File: config.mk
export PLATFORM = sky130hd
export DESIGN_NAME = piece_drop_ctrl_flat
export DESIGN_NICKNAME = d
export VERILOG_FILES = /design/src/rtl/tetris_pkg.sv /design/src/rtl/piece_drop_ctrl_if.sv /design/src/rtl/collision_check.sv /design/src/rtl/piece_drop_ctrl.sv /design/src/flat_wrapper.sv
export SDC_FILE = /design/constraint.sdc
export NUM_CORES = 1
export LEC_CHECK = 0
export ABC_AREA = 1
export CAP_MARGIN = 5
export CORE_ASPECT_RATIO = 0.5
export CORE_MARGIN = 3
export CORE_UTILIZATION = 30
export DETAILED_ROUTE_END_ITERATION = 16
export GPL_TIMING_DRIVEN = 0
export SKIP_LAST_GASP = 1
export SYNTH_ARGS = -nofsm -noshare
export SYNTH_HDL_FRONTEND = slang
export SYNTH_SLANG_ARGS = --single-unit
File: constraint.sdc
create_clock -name clock_b -period 5.91 [get_ports clock_b]
set_clock_uncertainty 0.05 [all_clocks]
set_input_delay 0.591 -clock clock_b [delete_from_list [all_inputs] [get_ports clock_b]]
set_output_delay 0.591 -clock clock_b [all_outputs]
set_load 0.1 [all_outputs]
File: src/rtl/tetris_pkg.sv
// Shared types and helpers for the playfield controller.
//   state_t   : controller FSM states
//   anchor_t  : signed (row, col) anchor, signed so candidates one step
//               past a wall can be represented and rejected
//   cell_idx  : (r,c) -> flat playfield index r*cols+c
package tetris_pkg;
  localparam int ROWS_DEF = 10;
  localparam int COLS_DEF = 10;

  typedef enum logic [2:0] {
    SPAWN, FALL, LOCK, CLEAR_SCAN, CLEAR_SHIFT, GAME_OVER
  } state_t;

  typedef struct packed {
    logic signed [7:0] r;
    logic signed [7:0] c;
  } anchor_t;

  function automatic int cell_idx(input int r, input int c, input int cols = COLS_DEF);
    return r * cols + c;
  endfunction
endpackage

File: src/rtl/piece_drop_ctrl_if.sv
// Control/status bundle of piece_drop_ctrl.
//   downTrue/moveLeft/moveRight/start : one-cycle requests into the block
//   field                             : visible cells [0:ROWS*COLS-1]
//   game_over/lines_cleared/busy      : status back to the game
// master = request source (game logic), slave = piece_drop_ctrl.
interface piece_drop_ctrl_if
  import tetris_pkg::*;
#(
  parameter int ROWS = ROWS_DEF,
  parameter int COLS = COLS_DEF
);
  logic                   downTrue;
  logic                   moveLeft;
  logic                   moveRight;
  logic                   start;
  logic [0:ROWS*COLS-1]   field;
  logic                   game_over;
  logic [7:0]             lines_cleared;
  logic                   busy;

  modport master (
    output downTrue, moveLeft, moveRight, start,
    input  field, game_over, lines_cleared, busy
  );
  modport slave (
    input  downTrue, moveLeft, moveRight, start,
    output field, game_over, lines_cleared, busy
  );
endinterface

File: src/rtl/collision_check.sv
// Combinational 2x2 placement test.
//   stack : settled cells
//   cand  : candidate top-left anchor (may be one step outside the field)
//   hit   : anchor out of range, or any of the four covered cells occupied
module collision_check
  import tetris_pkg::*;
#(
  parameter int ROWS = ROWS_DEF,
  parameter int COLS = COLS_DEF
) (
  input  logic [0:ROWS*COLS-1] stack,
  input  anchor_t              cand,
  output logic                 hit
);
  localparam int IW = $clog2(ROWS * COLS);

  int candR, candC;
  assign candR = int'(cand.r);
  assign candC = int'(cand.c);

  always_comb begin
    hit = 1'b0;
    if (candR < 0 || candR > ROWS - 2 || candC < 0 || candC > COLS - 2) begin
      hit = 1'b1;
    end else begin
      for (int dr = 0; dr < 2; dr++)
        for (int dc = 0; dc < 2; dc++)
          if (stack[IW'(cell_idx(candR + dr, candC + dc, COLS))]) hit = 1'b1;
    end
  end
endmodule

File: src/rtl/piece_drop_ctrl.sv
// Playfield owner: settled stack plus one falling 2x2 block.
//   clock_b : system clock (rising edge)
//   reset   : asynchronous, active-high
//   bus     : slave side of piece_drop_ctrl_if (requests in, field/status out)
// The block falls on downTrue, shifts on moveLeft/moveRight, locks on
// contact, full rows are removed one at a time by a bottom-up scan, and a
// blocked spawn ends the game until start.
module piece_drop_ctrl
  import tetris_pkg::*;
#(
  parameter int ROWS      = ROWS_DEF,
  parameter int COLS      = COLS_DEF,
  parameter int SPAWN_COL = 4
) (
  input  logic              clock_b,
  input  logic              reset,
  piece_drop_ctrl_if.slave  bus
);
  localparam int N  = ROWS * COLS;
  localparam int IW = $clog2(N);
  localparam anchor_t SPAWN_ANC = '{r: 8'sd0, c: 8'(SPAWN_COL)};

  state_t     state, nextState;
  logic [0:N-1] stack, blockMask, shifted;
  anchor_t    anc;
  logic [7:0] scanRow;
  logic [7:0] lines;
  logic       rowFull;

  anchor_t downCand, leftCand, rightCand;
  logic    downHit, leftHit, rightHit, spawnHit;
  logic    doLeft, doRight;

  assign downCand  = '{r: anc.r + 8'sd1, c: anc.c};
  assign leftCand  = '{r: anc.r, c: anc.c - 8'sd1};
  assign rightCand = '{r: anc.r, c: anc.c + 8'sd1};

  collision_check #(.ROWS(ROWS), .COLS(COLS)) uDown  (.stack(stack), .cand(downCand),  .hit(downHit));
  collision_check #(.ROWS(ROWS), .COLS(COLS)) uLeft  (.stack(stack), .cand(leftCand),  .hit(leftHit));
  collision_check #(.ROWS(ROWS), .COLS(COLS)) uRight (.stack(stack), .cand(rightCand), .hit(rightHit));
  collision_check #(.ROWS(ROWS), .COLS(COLS)) uSpawn (.stack(stack), .cand(SPAWN_ANC), .hit(spawnHit));

  // A drop tick wins over lateral moves; opposing moves cancel.
  assign doLeft  = bus.moveLeft  && !bus.moveRight && !bus.downTrue && !leftHit;
  assign doRight = bus.moveRight && !bus.moveLeft  && !bus.downTrue && !rightHit;

  always_comb begin
    blockMask = '0;
    for (int dr = 0; dr < 2; dr++)
      for (int dc = 0; dc < 2; dc++)
        blockMask[IW'(cell_idx(int'(anc.r) + dr, int'(anc.c) + dc, COLS))] = 1'b1;
  end

  always_comb begin
    rowFull = 1'b1;
    for (int c = 0; c < COLS; c++)
      if (!stack[IW'(cell_idx(int'(scanRow), c, COLS))]) rowFull = 1'b0;
  end

  // Rows 1..scanRow pull from the row above; row 0 empties.
  always_comb begin
    shifted = stack;
    for (int r = 0; r < ROWS; r++)
      for (int c = 0; c < COLS; c++)
        if (r == 0)
          shifted[IW'(cell_idx(0, c, COLS))] = 1'b0;
        else if (r <= int'(scanRow))
          shifted[IW'(cell_idx(r, c, COLS))] = stack[IW'(cell_idx(r - 1, c, COLS))];
  end

  // FSM: state register
  always_ff @(posedge clock_b or posedge reset)
    if (reset) state <= SPAWN;
    else       state <= nextState;

  // FSM: next state
  always_comb begin
    nextState = state;
    unique case (state)
      SPAWN:       nextState = spawnHit ? GAME_OVER : FALL;
      FALL:        if (bus.downTrue && downHit) nextState = LOCK;
      LOCK:        nextState = CLEAR_SCAN;
      CLEAR_SCAN:  if (rowFull) nextState = CLEAR_SHIFT;
                   else if (scanRow == 8'd0) nextState = SPAWN;
      CLEAR_SHIFT: nextState = CLEAR_SCAN;
      GAME_OVER:   if (bus.start) nextState = SPAWN;
      default:     nextState = SPAWN;
    endcase
  end

  // FSM: outputs (block only drawn while it is actually falling)
  always_comb begin
    bus.game_over     = (state == GAME_OVER);
    bus.busy          = state inside {LOCK, CLEAR_SCAN, CLEAR_SHIFT};
    bus.field         = (state == FALL) ? (stack | blockMask) : stack;
    bus.lines_cleared = lines;
  end

  // Datapath
  always_ff @(posedge clock_b or posedge reset)
    if (reset) begin
      stack   <= '0;
      anc     <= SPAWN_ANC;
      scanRow <= 8'(ROWS - 1);
      lines   <= 8'd0;
    end else begin
      case (state)
        SPAWN: anc <= SPAWN_ANC;
        FALL: begin
          if (bus.downTrue) begin
            if (!downHit) anc.r <= anc.r + 8'sd1;
          end else if (doLeft) begin
            anc.c <= anc.c - 8'sd1;
          end else if (doRight) begin
            anc.c <= anc.c + 8'sd1;
          end
        end
        LOCK: begin
          stack   <= stack | blockMask;
          scanRow <= 8'(ROWS - 1);
        end
        // Hold scanRow on a full row so the shifted-down row is re-tested.
        CLEAR_SCAN: if (!rowFull && scanRow != 8'd0) scanRow <= scanRow - 8'd1;
        CLEAR_SHIFT: begin
          stack <= shifted;
          lines <= lines + 8'd1;
        end
        GAME_OVER: if (bus.start) stack <= '0;
        default: ;
      endcase
    end
endmodule

File: src/flat_wrapper.sv
// flat-port wrapper written by rule: the top's interface ports become plain ports
module piece_drop_ctrl_flat import tetris_pkg::*;
#(
  parameter int ROWS      = ROWS_DEF,
  parameter int COLS      = COLS_DEF,
  parameter int SPAWN_COL = 4
)
  (clock_b, reset, bus_downTrue, bus_moveLeft, bus_moveRight, bus_start, bus_field, bus_game_over, bus_lines_cleared, bus_busy);
  piece_drop_ctrl_if #(.ROWS(ROWS), .COLS(COLS)) bus_i ();
  input  logic clock_b;
  input  logic reset;
  input wire logic [$bits(bus_i.downTrue)-1:0] bus_downTrue;
  input wire logic [$bits(bus_i.moveLeft)-1:0] bus_moveLeft;
  input wire logic [$bits(bus_i.moveRight)-1:0] bus_moveRight;
  input wire logic [$bits(bus_i.start)-1:0] bus_start;
  output wire logic [$bits(bus_i.field)-1:0] bus_field;
  output wire logic [$bits(bus_i.game_over)-1:0] bus_game_over;
  output wire logic [$bits(bus_i.lines_cleared)-1:0] bus_lines_cleared;
  output wire logic [$bits(bus_i.busy)-1:0] bus_busy;
  assign bus_i.downTrue = bus_downTrue;
  assign bus_i.moveLeft = bus_moveLeft;
  assign bus_i.moveRight = bus_moveRight;
  assign bus_i.start = bus_start;
  assign bus_field = bus_i.field;
  assign bus_game_over = bus_i.game_over;
  assign bus_lines_cleared = bus_i.lines_cleared;
  assign bus_busy = bus_i.busy;
  piece_drop_ctrl #(.ROWS(ROWS), .COLS(COLS), .SPAWN_COL(SPAWN_COL)) u_core (.clock_b(clock_b), .reset(reset), .bus(bus_i));
endmodule
==> results of run 1 <==
-- metrics by stage --
stage | utilization (%) | cell area [um2] | TNS, ns | hold slack [ns] | setup WS, ns
2_1_floorplan | - | 22800 | 0 | 0.429 | 0.513
3_3_place_gp | 34.0 | 25200 | -270.70 | 0.412 | -2.65
3_5_place_dp | 34.3 | 25400 | -132.71 | 0.425 | -2.54
4_1_cts | 35.5 | 26300 | -0.152 | 0.439 | -0.0411
5_1_grt | 36.2 | 26800 | -0.206 | 0.454 | -0.0424
6_report | 36.2 | 26800 | -0.359 | 0.431 | -0.0724
-- cell families (layout without fill, tap and decap cells) --
| family | count (synthesis) | after routing |
|---|---|---|
| AND/OR/NAND/NOR | 2696 | 2696 |
| buffers and inverters | 616 | 814 |
| AO/OA/AOI/OAI | 525 | 525 |
| flip-flops | 135 | 135 |
| adder cells (fa/ha/maj) | 108 | 108 |
| XOR/XNOR | 67 | 67 |
| multiplexers | 1 | 1 |
| other | 0 | 1 |
-- cells in the final DEF (no fill, tap or decap), drive strengths merged, types with 3 or more instances in the layout --
cell type and instances:
clkinv 12, nand3b 13, o211ai 44, ha 92
or2 10, a22oi 37, inv 392, o22ai 24
nand2 1508, clkbuf 150, xor2 37, clkdlybuf4s50 51
fa 16, and2 27, a211oi 4, o21a 25
nor3 34, buf 206, dfstp 3, dfrtp 132
and3 6, a21oi 158, o21ai 221, nor2 226
nand4 69, nand3 798, xnor2 30, nor4 3
-- worst max-delay path: cells and delay by family (launching register included) --
kind / cells / cell delay (ns)
flip-flops: 1 / 0.46
buffers and inverters: 5 / 1.42
adder cells (fa/ha/maj): 3 / 1.28
AND/OR/NAND/NOR: 4 / 1.41
AO/OA/AOI/OAI: 1 / 0.22
-- final cells by class --
class | count | share of cell area, %
repair buffers | 168 | 6.64
multi-input cells | 3397 | 64.5
well taps | 1008 | 4.71
clock buffers | 19 | 1.62
flip-flops and latches | 135 | 12.7
plain buffers | 220 | 3.73
diodes | 1 | 0.00934
inverters | 394 | 5.62
clock inverters | 13 | 0.509
-- what timing repair did --
item | in CTS | in global routing
pin swaps | 11 | 13
endpoints found under the setup margin | 126 | 72
gates resized for setup | 427 | 89
setup buffers | 26 | 13
-- worst paths after layout --
path	start	end	slack (ns)	cells after the start
max in group asynchronous	reset	u_core.stack[58]$_DFFE_PP0P_	4.40	3
setup / recovery	u_core.anc[0]$_DFFE_PP0P_	bus_field[85]	-0.07	13
hold / removal	u_core.bus.lines_cleared[7]$_DFFE_PP0P_	u_core.bus.lines_cleared[7]$_DFFE_PP0P_	0.43	1
min in group asynchronous	reset	u_core.anc[6]$_DFFE_PP0P_	0.47	2
setup reg to reg	u_core.anc[0]$_DFFE_PP0P_	u_core.anc[4]$_DFFE_PP0P_	0.06	21
hold reg to reg	u_core.bus.lines_cleared[7]$_DFFE_PP0P_	u_core.bus.lines_cleared[7]$_DFFE_PP0P_	0.43	1
-- state kept, by name, summed over array words and instances, names as in the netlist --
| register | cells |
|---|---|
| u_core.scanRow | 8 |
| u_core.stack | 100 |
| u_core.bus.lines_cleared | 8 |
| u_core.anc | 16 |
| u_core.state | 3 |
-- layer usage --
metal / share of wire, % / vias to the layer above
met2: 39 / 2172
li1: - / 14000
met3: 14 / 360
met4: 4.3 / 4
met1: 43 / 15400
met5: 0.015 / -
==> flow_summary_export.csv, run 1 <==
group,metric,value,unit
logic_synthesis,synth_top_cell_area_share,24.5,%
logic_synthesis,synthesis.area,22800,um2
die,core.rowCount,70,
die,boundary_pins,116,
flow_run,drv_cap,1,
global_routing,grt_antenna_before_repair,7,
detailed_routing,dr_total_vias,31900,
logic_synthesis,syn-num-nets,4262,
detailed_routing,route.final.wire_length,163000,um
hold_path,min_path_type,"flop to flop",
global_routing,first_pass_grt_wire_length,223000,um
clocking,tritoncts_clock_tree,"done",
logic_synthesis,area_fraction_in_compound_gates_after_synthesis,13.3,%
critical_path,worstSetupPathType,"flop to output port",
timing,period_minus_slack,5.98,ns
logic_synthesis,synth_seq_area_share,14.8,%
die,floorplan.die.height,201,um
timing,worst_slew_margin_rel,0.912,%
clocking,clock_tree.buffer_depth,2,
detailed_routing,wl_per_cell,30.4,um
detailed_routing,drc_errors,0,
global_routing,met1_use_gr,55.2,%
logic_synthesis,synthTopCellsByCount,"sky130_fd_sc_hd__nand2_1, sky130_fd_sc_hd__nand3_1, sky130_fd_sc_hd__inv_1",
logic_synthesis,post_synth_main_area_contributors,"sky130_fd_sc_hd__nand2_1, sky130_fd_sc_hd__nand3_1, sky130_fd_sc_hd__dfrtp_1",
layout,area_occupied_by_multi_input_gates,17300,um2
logic_synthesis,leading_cell_type_by_number_of_instances_after_synthesis,"sky130_fd_sc_hd__nand2_1",
clocking,clock_tree.root_cell,"sky130_fd_sc_hd__clkbuf_16",
layout,area_growth,17.6,%
layout,nets,4447,
logic_synthesis,synth_simple_gate_area_share,51.6,%
logic_synthesis,synth.ff_latch_count,135,
die,design.core.area,74100,um2
timing,finalSetupViolCount,8,
clocking,worstSkewPairLatency,0.51,ns
timing,finalHoldViolCount,0,
global_routing,grt_util_met2,54.0,%
die,floorplan.die_area,79500,um2
die,die_w,396,um
logic_synthesis,synth_edf_count,0,
logic_synthesis,netlist-cell-type-count,59,
logic_synthesis,synth-adder-area-share,6.46,%
clocking,numClockSinks,135,
global_routing,global_route.overflow_total,0,
detailed_routing,drt_pass1_iterations,6,
detailed_routing,drt_iter0_drc,5058,
timing,slew_violations,0,
logic_synthesis,syn_avg_cell_area,5.49,um2
global_routing,grt_usage,39.3,%
clocking,clk_pin_slew,0.07,ns
global_routing,grt_start_max_net_pins,81,
timing,rsz0062_at_grt,"yes",
timing,finalCritPeriodShare,101,%
placed_design,place_congestion,1.08,
layout,seq_area,3390,um2
logic_synthesis,synthXorXnorAreaFrac,2.82,%
placed_design,io_buffers,115,
clocking,post_cts_hold_buffer_count,0,
detailed_routing,detail-route-antenna-nets,0,
timing,worst_pin_slew,1.48,ns
logic_synthesis,synthMuxAreaShare,0.0439,%
detailed_routing,post_drt_via_cell_ratio,5.96,
logic_synthesis,synth.yosys.warnings,0,
logic_synthesis,postSynthCellCount,4148,
clocking,cts_made_buffers,17,
clocking,h-tree-depth,4,
placed_design,post-place-cells,5285,
logic_synthesis,yosys_most_used_dff,"sky130_fd_sc_hd__dfrtp_1",
layout,share_of_cells_above_drive_strength_1,8.58,%
logic_synthesis,yosys.area.top_type,"sky130_fd_sc_hd__nand2_1",
status,run_status,"finished with violations",
critical_path,worst_path_max_delay_cell,"sky130_fd_sc_hd__nor2_2",
global_routing,most_used_routing_layer,"met1",
global_routing,use_met3,14.3,%
critical_path,timing.critical_path.slowest_cell_delay,0.83,ns
critical_path,cp.arrival,5.34,ns
logic_synthesis,main_combinational_cell_family_by_area_after_synthesis,"simple AND/OR/NAND/NOR gates",
placed_design,place_hpwl,129000,um
critical_path,critPathLaunchType,"flop",
timing,post-route-worst-setup-slack,-0.0724,ns
status,violations,"max-capacitance violations, negative setup slack",
critical_path,path_cells,"buf_6, inv_4, buf_6, ha_2, ha_1, fa_1, nand2_1, clkbuf_1, nor2_2, nand2_1, nand4_1, o21a_1, buf_4",
timing,max_freq,167,MHz
die,initial_core_utilization,30.8,%
layout,fillers,8545,
critical_path,end_kind,"output port",
logic_synthesis,synth_async_sr_flop_share,100,%
critical_path,required_time_reported_for_the_critical_path_endpoint,5.27,ns
layout,finish.cell_count_without_fillers,5355,
global_routing,vias_in_the_first_global_route,28700,
critical_path,critical_path_fanout_max,30,
Power of run 1 is not shown: default switching activity piles up to over one toggle a cycle in this logic, so the estimate is an artifact.
==> inputs of run 2 (changes only) <==
--- a/config.mk
+++ b/config.mk
@@ -6,7 +6,6 @@
 export NUM_CORES = 1
 export LEC_CHECK = 0
 export ABC_AREA = 1
-export CAP_MARGIN = 5
 export CORE_ASPECT_RATIO = 0.5
 export CORE_MARGIN = 3
 export CORE_UTILIZATION = 30
==> flow_summary_export.csv, run 2 (synthesized netlist as in run 1, its figures left out) <==
group,metric,value,unit
status,run_status,"finished with violations",
status,violations,"max-capacitance violations, negative setup slack",
layout,most_frequent_cells_in_the_layout,"sky130_fd_sc_hd__nand2_1, sky130_fd_sc_hd__nand3_1, sky130_fd_sc_hd__inv_1",
timing,slew_violations,0,
clocking,clock_tree.buffer_depth,2,
timing,rsz0062_at_grt,"yes",
detailed_routing,post_drt_via_cell_ratio,5.98,
detailed_routing,drc_errors,0,
detailed_routing,route.final.wire_length,163000,um
clocking,h-tree-depth,4,
layout,layout_commonest_cell,"sky130_fd_sc_hd__nand2_1",
clocking,cts_made_buffers,17,
placed_design,io_buffers,115,
critical_path,required_time_reported_for_the_critical_path_endpoint,5.27,ns
placed_design,place_congestion,1.08,
critical_path,setup.reg_to_reg.worst_slack,0.18,ns
critical_path,cp.arrival,5.33,ns
clocking,tritoncts_clock_tree,"done",
global_routing,grt_start_max_net_pins,81,
timing,finalHoldViolCount,0,
detailed_routing,drt_pass1_iterations,7,
timing,period_minus_slack,5.97,ns
clocking,post_cts_hold_buffer_count,0,
global_routing,vias_in_the_first_global_route,28800,
layout,largest_register_ffs,100,
die,boundary_pins,116,
clocking,clock_tree.root_cell,"sky130_fd_sc_hd__clkbuf_16",
timing,fin_setup_tns,-0.0997,ns
detailed_routing,dr_total_vias,32100,
global_routing,global_route.overflow_total,0,
timing,post-route-worst-setup-slack,-0.0645,ns
clocking,clk_pin_slew,0.07,ns
timing,worst_pin_slew,1.48,ns
global_routing,first_pass_grt_wire_length,223000,um
critical_path,end_kind,"output port",
timing,worst_slew_margin_rel,1.20,%
detailed_routing,drt_iter0_drc,5058,
layout,nets,4454,
die,die_w,396,um
timing,finalSetupViolCount,2,
clocking,numClockSinks,135,
layout,area_growth,17.8,%
layout,share_of_cells_above_drive_strength_1,8.94,%
hold_path,min_path_type,"flop to flop",
critical_path,worstSetupPathType,"flop to output port",
critical_path,critPathLaunchType,"flop",
die,initial_core_utilization,30.8,%
clocking,worstSkewPairLatency,0.52,ns
layout,largest_registers,"u_core.stack x100, u_core.anc x16",
global_routing,grt_antenna_before_repair,8,
flow_run,drv_cap,1,
detailed_routing,wl_per_cell,30.3,um
critical_path,critical_path_fanout_max,11,
global_routing,grt_usage,39.4,%
die,core.rowCount,70,
die,design.core.area,74100,um2
timing,max_freq,167,MHz
placed_design,place_hpwl,129000,um
detailed_routing,detail-route-antenna-nets,0,
die,floorplan.die_area,79500,um2
layout,max_flop_register,"u_core.stack",
timing,finalCritPeriodShare,101,%
die,floorplan.die.height,201,um
run 2: cell types whose count changed in the layout (fill, tap and decap cells not counted), moves of 3 or more:
| cell | before | now |
|---|---|---|
| sky130_fd_sc_hd__nand2_2 | 13 | 18 |
| sky130_fd_sc_hd__buf_4 | 63 | 78 |
| sky130_fd_sc_hd__nor2_4 | 28 | 31 |
| sky130_fd_sc_hd__nand2_1 | 1486 | 1482 |
| sky130_fd_sc_hd__buf_6 | 40 | 36 |
| sky130_fd_sc_hd__nor2_1 | 184 | 181 |
| sky130_fd_sc_hd__buf_8 | 4 | 1 |
run 2: repair_timing:
| item | 4_1_cts | 5_1_grt |
|---|---|---|
| setup endpoints to repair | 123 | 72 |
| gates resized for setup | 437 | 82 |
| buffers inserted | 29 | 18 |
| hold endpoints to repair | 0 | 0 |
| pin swaps | 12 | 22 |
run 2: critical path, cell delays in order, from the launching register on:
cell                       delay (ns)
sky130_fd_sc_hd__dfrtp_4         0.56
sky130_fd_sc_hd__inv_6           0.18
sky130_fd_sc_hd__ha_4            0.23
sky130_fd_sc_hd__buf_4           0.15
sky130_fd_sc_hd__inv_1           0.17
sky130_fd_sc_hd__fa_1            0.55
sky130_fd_sc_hd__nor2_1          0.36
sky130_fd_sc_hd__inv_1           0.10
sky130_fd_sc_hd__clkbuf_1        0.40
sky130_fd_sc_hd__nor2_1          1.22
sky130_fd_sc_hd__nand2_1         0.11
sky130_fd_sc_hd__nand4_1         0.33
sky130_fd_sc_hd__nand2_1         0.08
sky130_fd_sc_hd__nand2_1         0.14
sky130_fd_sc_hd__buf_6           0.24
run 2: final cells by class:
class	instances	area, um2
fill	8477	47200
multi-input combinational	3397	17300
sequential	135	3390
timing repair buffer	175	1780
inverter	394	1510
tap	1008	1260
buffer	220	1000
clock buffer	19	433
clock inverter	13	136
antenna	2	5.00
run 2: per-layer routing:
| layer | global-route usage [%] | up-vias | wire (um) | part of all wire [%] |
|---|---|---|---|---|
| met4 | 16.5 | 6 | 7540 | 4.6 |
| met1 | 55.1 | 15500 | 69800 | 43 |
| met5 | 0 | - | 39 | 0.024 |
| met3 | 14.7 | 383 | 22600 | 14 |
| met2 | 53.5 | 2187 | 62700 | 39 |
| li1 | - | 14000 | - | - |
run 2: final timing paths:
| check | from | to | cells past startpoint |
|---|---|---|---|
| setup / recovery | u_core.anc[8]$_DFFE_PP0P_ | bus_field[95] | 14 |
| hold / removal | u_core.bus.lines_cleared[7]$_DFFE_PP0P_ | u_core.bus.lines_cleared[7]$_DFFE_PP0P_ | 1 |
| setup reg to reg | u_core.anc[0]$_DFFE_PP0P_ | u_core.anc[4]$_DFFE_PP0P_ | 21 |
| hold reg to reg | u_core.bus.lines_cleared[7]$_DFFE_PP0P_ | u_core.bus.lines_cleared[7]$_DFFE_PP0P_ | 1 |
| max in group asynchronous | reset | u_core.stack[38]$_DFFE_PP0P_ | 3 |
| min in group asynchronous | reset | u_core.anc[6]$_DFFE_PP0P_ | 2 |
run 2: through the flow:
stage	setup slack, ns	hold WS [ns]	instances	util (%)	cell area (um2)
3_5_place_dp	-2.57	0.420	5284	34.3	25400
3_3_place_gp	-2.65	0.412	5271	34.0	25200
5_1_grt	-0.0679	0.443	5361	36.2	26800
4_1_cts	-0.0428	0.434	5343	35.5	26300
2_1_floorplan	0.513	0.429	4148	-	22800
6_report	-0.0645	0.432	5363	36.2	26800
Power of run 2 is left out for the same reason.
